===== src/rtl/param_mem.sv =====
`timescale 1ns/1ps
// param_mem: single-port synchronous scratch memory with configurable width,
// depth and read latency, four write modes and a ready/valid request port.
// A clear sequencer zeroes the whole array after reset or on clr_start.
// Optional build macro PARAM_MEM_PARITY_EN adds a stored even-parity bit per
// word and the rd_perr output.
module param_mem #(
  parameter int DATA_W = 8,
  parameter int DEPTH  = 32,
  parameter int ADDR_W = $clog2(DEPTH),
  parameter int RD_LAT = 1
) (
  input  logic              clk,
  input  logic              rst_n,
  input  logic              req_valid,
  output logic              req_ready,
  input  logic              req_wr,
  input  logic [1:0]        req_mode,
  input  logic [ADDR_W-1:0] addr,
  input  logic [DATA_W-1:0] data_in,
  input  logic              clr_start,
  output logic              busy,
  output logic              rd_valid,
  output logic [DATA_W-1:0] data_out,
  output logic              addr_err
`ifdef PARAM_MEM_PARITY_EN
  ,
  output logic              rd_perr
`endif
);

  typedef enum logic {CLEAR, IDLE} state_t;

  localparam logic [ADDR_W-1:0] LAST_ADDR = ADDR_W'(DEPTH - 1);
  localparam logic [ADDR_W:0]   DEPTH_X   = (ADDR_W + 1)'(DEPTH);

  state_t state, state_nxt;
  logic [ADDR_W-1:0] ptr;

  logic [DATA_W-1:0] mem [DEPTH];

  logic              accept, rd_accept, wr_accept, in_range;
  logic [DATA_W-1:0] old_word, wr_word, rd_word;

  logic [RD_LAT-1:0] pipe_v;
  logic [DATA_W-1:0] pipe_d [RD_LAT];

`ifdef PARAM_MEM_PARITY_EN
  logic              mem_par [DEPTH];
  logic              rd_perr_word;
  logic [RD_LAT-1:0] pipe_p;
`endif

  assign accept    = req_valid & req_ready;
  assign rd_accept = accept & ~req_wr;
  assign wr_accept = accept & req_wr;
  assign in_range  = ({1'b0, addr} < DEPTH_X);

  // State register: reset always lands in CLEAR so the array gets swept.
  always_ff @(posedge clk or negedge rst_n) begin
    if (!rst_n) state <= CLEAR;
    else        state <= state_nxt;
  end

  // Next state: sweep ends after the last word; clr_start only counts in IDLE.
  always_comb begin
    state_nxt = state;
    case (state)
      CLEAR:   if (ptr == LAST_ADDR) state_nxt = IDLE;
      IDLE:    if (clr_start)        state_nxt = CLEAR;
      default:                       state_nxt = CLEAR;
    endcase
  end

  // Outputs: clr_start blocks acceptance in the same cycle so the clear wins.
  always_comb begin
    busy      = (state == CLEAR);
    req_ready = (state == IDLE) && !clr_start;
  end

  // Clear pointer walks 0..DEPTH-1 during CLEAR and rests at 0 otherwise.
  always_ff @(posedge clk or negedge rst_n) begin
    if (!rst_n)                                 ptr <= '0;
    else if (state == CLEAR && ptr != LAST_ADDR) ptr <= ptr + ADDR_W'(1);
    else                                        ptr <= '0;
  end

  // Read-modify-write operand and read sample; out-of-range addresses read 0.
  always_comb begin
    old_word = in_range ? mem[addr] : '0;
    rd_word  = old_word;
    case (req_mode)
      2'b00:   wr_word = data_in;
      2'b01:   wr_word = old_word ^ data_in;
      2'b10:   wr_word = old_word | data_in;
      default: wr_word = old_word & data_in;
    endcase
`ifdef PARAM_MEM_PARITY_EN
    rd_perr_word = in_range ? ((^mem[addr]) ^ mem_par[addr]) : 1'b0;
`endif
  end

  // Array write port: the sweep owns it in CLEAR, accepted writes in IDLE.
  always_ff @(posedge clk) begin
    if (state == CLEAR) begin
      mem[ptr] <= '0;
`ifdef PARAM_MEM_PARITY_EN
      mem_par[ptr] <= 1'b0;
`endif
    end else if (wr_accept && in_range) begin
      mem[addr] <= wr_word;
`ifdef PARAM_MEM_PARITY_EN
      mem_par[addr] <= ^wr_word;
`endif
    end
  end

  // Read pipeline: data stages only load behind a valid, so data_out holds.
  always_ff @(posedge clk or negedge rst_n) begin
    if (!rst_n) begin
      pipe_v <= '0;
      for (int i = 0; i < RD_LAT; i++) pipe_d[i] <= '0;
`ifdef PARAM_MEM_PARITY_EN
      pipe_p <= '0;
`endif
    end else begin
      pipe_v[0] <= rd_accept;
      if (rd_accept) begin
        pipe_d[0] <= rd_word;
`ifdef PARAM_MEM_PARITY_EN
        pipe_p[0] <= rd_perr_word;
`endif
      end
      for (int i = 1; i < RD_LAT; i++) begin
        pipe_v[i] <= pipe_v[i-1];
        if (pipe_v[i-1]) begin
          pipe_d[i] <= pipe_d[i-1];
`ifdef PARAM_MEM_PARITY_EN
          pipe_p[i] <= pipe_p[i-1];
`endif
        end
      end
    end
  end

  // Address error flag pulses the cycle after an out-of-range accept.
  always_ff @(posedge clk or negedge rst_n) begin
    if (!rst_n) addr_err <= 1'b0;
    else        addr_err <= accept & ~in_range;
  end

  assign rd_valid = pipe_v[RD_LAT-1];
  assign data_out = pipe_d[RD_LAT-1];
`ifdef PARAM_MEM_PARITY_EN
  assign rd_perr  = pipe_v[RD_LAT-1] & pipe_p[RD_LAT-1];
`endif

endmodule


===== config.mk =====
export PLATFORM = sky130hd
export DESIGN_NAME = param_mem
export DESIGN_NICKNAME = d
export VERILOG_FILES = /design/src/rtl/param_mem.sv
export SDC_FILE = /design/constraint.sdc
export NUM_CORES = 1
export LEC_CHECK = 0
export CAP_MARGIN = 15
export CORE_ASPECT_RATIO = 0.8
export CORE_MARGIN = 1.5
export CORE_UTILIZATION = 40
export CTS_CLUSTER_DIAMETER = 120
export CTS_CLUSTER_SIZE = 8
export DETAILED_ROUTE_END_ITERATION = 10
export PLACE_DENSITY_LB_ADDON = 0.3
export SYNTH_ARGS = -nofsm -noshare
export SYNTH_HDL_FRONTEND = slang
export SYNTH_SLANG_ARGS = --single-unit

===== constraint.sdc =====
create_clock -name clk -period 8.9 [get_ports clk]
set_clock_uncertainty 0.15 [all_clocks]
set_input_delay 1.78 -clock clk [delete_from_list [all_inputs] [get_ports clk]]
set_output_delay 1.78 -clock clk [all_outputs]
set_load 0.01 [all_outputs]

Yosys cells after proc, flatten, opt, wreduce, memory -nomap -nowiden
Memories as Yosys holds them, arrays and structs flattened.
Cells that the tools add are included.
Widths: inputs -> output; s select.
{"block": "totals", "ff_bits": 15, "mem_bits_rw": 256, "output_inout_bits": 12, "memories": 1}
{"block": "op_classes", "reduce_logical": 5, "n_addsub": 1, "n_mux": 12, "bitwise_logic": 8, "n_eq_ne": 4}
{"name": "mem", "words": 32, "word_bits": 8, "read_ports": 1, "rd_clocked_by_memory_dff": 0, "write_ports": 1, "line": "40", "rtl": "logic [DATA_W-1:0] mem [DEPTH];"}
{"op": "$pmux 8 s3", "count": 1}
{"op": "$mux 5", "count": 2}
{"op": "$and 8x8->8", "count": 1}
{"op": "$mux 8", "count": 1}
{"op": "$or 8x8->8", "count": 1}
{"op": "$reduce_or 8->1", "count": 1}
{"op": "$xor 8x8->8", "count": 1}
{"op": "$mux 1", "count": 7}
{"op": "$add 5x1->5 const B", "count": 1}
{"op": "$eq 5x5->1 const B", "count": 1}
{"op": "$ne 5x5->1 const B", "count": 1}
{"op": "$and 1x1->1", "count": 3}
{"op": "$eq 2x1->1 const B", "count": 1}
{"op": "$eq 2x2->1 const B", "count": 1}
{"op": "$logic_and 1x1->1", "count": 2}
{"op": "$logic_not 2->1", "count": 1}
{"op": "$not 1->1", "count": 2}
{"op": "$pmux 1 s2", "count": 1}
{"op": "$logic_not 1->1", "count": 1}

Longest topological paths before layout
{"block": "logic_depth", "word_depth": 9, "depth_mapped": 12, "mapped_depth_nobuf": 9}

Worst setup path after synthesis
OpenSTA, ideal clock, no wires.
{"block": "synth_timing", "path_kind": "input to register", "from": "in addr[1]", "to": "mem mem[0][3] (data pin)", "path_slack_ps": 3590, "setup_time_ps": 467, "path_stages": 11, "arrival_time_ps": 4693, "cell_sequence": "buf_4 -> buf_12 -> buf_12 -> mux2i_1 -> a22oi_1 -> a21oi_1 -> nor4_2 -> inv_1 -> ha_1 -> mux2i_1 -> a211oi_1"}
{"block": "synth_via", "elab_chain_cells": 4}
{"item": "from (decl)", "line": "19", "rtl": "input logic [ADDR_W-1:0] addr,"}
{"item": "$mem_v2 32x8 (*)"}
{"item": "named net old_word[3]", "line": "43", "rtl": "logic [DATA_W-1:0] old_word, wr_word, rd_word;"}
{"item": "$and 8x8->8 (tied with other cells)", "line": "96", "rtl": "default: wr_word = old_word & data_in;"}
{"item": "$pmux 8 s3 (*)", "line": "92", "rtl": "case (req_mode)"}
{"item": "$mux 8 (no source line) (*)"}
{"item": "to (decl)", "line": "40"}
Mark *: on every way through the listed nets, which the timed path passes. The rest lies on a longest branch.

Worst setup path after layout
{"block": "layout_timing", "from": "in addr[1]", "to": "mem mem[23][4] (data pin)"}
Same word-level chain as after synthesis.

==> run metrics <==
sw frac=25.0%; die area=0.0297 mm^2; final worst slack=3.41 ns; first drt pass iteration count=7; total grt overflow=0; placed instance area=0.0121 mm^2; setup TNS=0 ns; CP Capture Type=flop; Worst path max stage delay=0.66 ns; crit-path max FO=69; initial antenna violation count=0; clk sink count=271; clock group share of total power=39.1%; share of cells above drive strength 1=12.7%; # rows=55; fin area=0.0131 mm^2; Finish-stage setup viols=0; CTS tree=yes; # port buffers=30; RR Startpoint=state; Vias/cell=5.47; CTS HTree Levels=2; worst skew pair latency=0.52 ns; most common cell after layout, fill and taps aside=edfxtp_1; WP data arrival=5.68 ns; GRT Util Overall=17.7%; cell mode on critical path=a21oi_1; Power Dens Cells=253 mW/mm^2; Die W=192 um; Final Slew Violations=0; Finished Layout Cells=1134; RR Endpoint=mem[13][7]; RSZ-0062 raised after global routing=no; Num CTS Buffers=39; Post-synth EDFFs=256; Final nets=787; vias in the first global route=6257; met2 WL post-DR=11600 um; VDD IR max=0.000154 V; final hold violation count=0; Layout area overhead=14.6%; pin count of the biggest net entering global routing=70; Initial Util=40.6%; Post-CTS Setup Repair Bufs=0; Max Root-Sink Buffers=3; routed vias=6200; outcome=completed; Slew headroom=33.8%; Setup Crit Path Kind=in -> reg; YS warnings=0; DRT antenna net count=0; critical-path cell list=buf_6, buf_4, mux2i_1, a22oi_1, a21oi_1, nor4_2, inv_1, ha_1, a211oi_1, a21oi_1, nor2_2, buf_8; wl on met1=11900 um; pre-CTS WS=2.47 ns; HP Class=reg -> reg; Avg Cell Area, Syn=16.3 um^2; worst hold path stage count=1; drt first-iter violations=588; Post-synth top flop=edfxtp_1; Req. time, crit path=9.10 ns; syn_nets=743; Max Fclk=182 MHz; first-pass GRT wire length=38800 um; Post-synth ARST share=5.54%; final WL=25700 um; Seq/Total Area, Yosys=70.3%; diode count=0; post-detail-place hpwl=16100 um; Placer Congestion=0.821; Switching Power=0.830 mW; Logic pwr share=13.0%; part of the power in registers=47.9%; Hold WS=0.362 ns; HP Start=data_out[1]; die height=154 um; Setup crit start kind=input port; CTS clk-pin slew, worst paths=0.05 ns; DRC Markers=0; Hold Path Sink=data_out[1]; internal power=2.49 mW; Top Ports=32; PostCTS Resize Cnt=0; commonest cells after routing, fill and taps aside=256 x edfxtp_1, 135 x mux2i_1, 58 x a22oi_1, 47 x nor2_1, 41 x a21oi_1; Worst R2R Path Depth=6; worst slew pin tran=0.991 ns; WL per Instance=22.6 um; clock period minus worst slack=5.49 ns; R2R Setup Slk=5.69 ns; Max-Cap Viols=0; metal3 WL=1700 um; clk root buf=clkbuf_16; flops & latches, synth=271; Hold Buf Count CTS=0; placed insts=1077; number of distinct library cells after synthesis=36; Core Region=0.0282 mm^2; slowest cell on the critical path=nor4_2; period utilisation layout=61.6%; leakage power=4.85 nW; Synth Cell Area=0.0115 mm^2; highest routed metal layer=met4; Cells after Synth=705
==> power groups by stage <==
stage | clock, mW | combinational (mW) | sequential (mW)
floorplan | 0 | 0.266 | 1.61
global placement | 0 | 0.418 | 1.61
detailed placement | 0 | 0.431 | 1.61
CTS | 1.32 | 0.433 | 1.59
global route | 1.38 | 0.467 | 1.60
finish | 1.30 | 0.432 | 1.59
==> critical path, delay by kind of cell <==
family                   cells  cell delay [ns]
AO/OA/AOI/OAI                4             0.80
adder cells (fa/ha/maj)      1             0.20
buffers and inverters        4             1.60
multiplexers                 1             0.16
AND/OR/NAND/NOR              2             1.08
==> cell usage after synthesis (5+ instances only) <==
library cell,number,share of area (%)
mux2i_1,135,12
buf_2,11,0.48
mux2_2,14,1.4
a211oi_1,8,0.52
clkbuf_1,6,0.20
edfxtp_1,256,67
nand2_1,5,0.16
a22oi_1,58,3.8
a21oi_1,41,1.8
nor2_1,54,1.8
dfrtp_1,15,3.3
nor4_2,8,0.87
a22oi_2,7,0.76
inv_1,19,0.62
ha_1,18,2.0
buf_4,7,0.46
==> layout make-up <==
class,instances,area [um^2]
fillers,2404,15100
flip-flops and latches,271,8060
multi-input cells,375,3070
clock buffers,53,1030
well taps,370,463
repair buffers,43,410
inverters,19,71.3
clock inverters,3,26.3
==> per-stage QoR <==
stage	power (mW)	util, %
finish	3.32	46.6
global route	3.45	46.6
CTS	3.34	46.5
detailed placement	2.04	42.8
global placement	2.03	42.7
floorplan	1.87	-
==> worst max path at each step <==
stage / from / end / slack (ns)
floorplan: addr[1] / mem[0][3] / 3.59
global placement: addr[1] / mem[17][4] / 2.49
detailed placement: addr[1] / mem[16][0] / 2.47
CTS: addr[1] / mem[23][0] / 2.98
global route: addr[1] / mem[23][0] / 3.18
finish: addr[1] / mem[23][4] / 3.41
==> registers in the layout, indices dropped and copies added, names as in the netlist <==
register,cells
rd_valid,1
mem,256
state,1
ptr,5
data_out,8
==> metal layers <==
metal  global-route usage, %  up-vias
met5                       0        -
met4                    4.47        0
met3                    3.99       34
met2                    26.3      206
met1                    26.3     3147
li1                        -     2813
==> cell families (layout without fill, tap and decap cells) <==
family / Yosys count / in the layout / share of synthesized area, %
compound gates: 115 / 115 / 6.95
mux: 149 / 149 / 13.2
other cells: 1 / 1 / 0.0327
xor+xnor: 2 / 2 / 0.153
simple gates: 90 / 90 / 4.05
fa+ha+maj: 18 / 18 / 1.96
buf+inv: 59 / 118 / 3.36
flops: 271 / 271 / 70.3
Note: power is estimated with default switching activity, not from simulation.
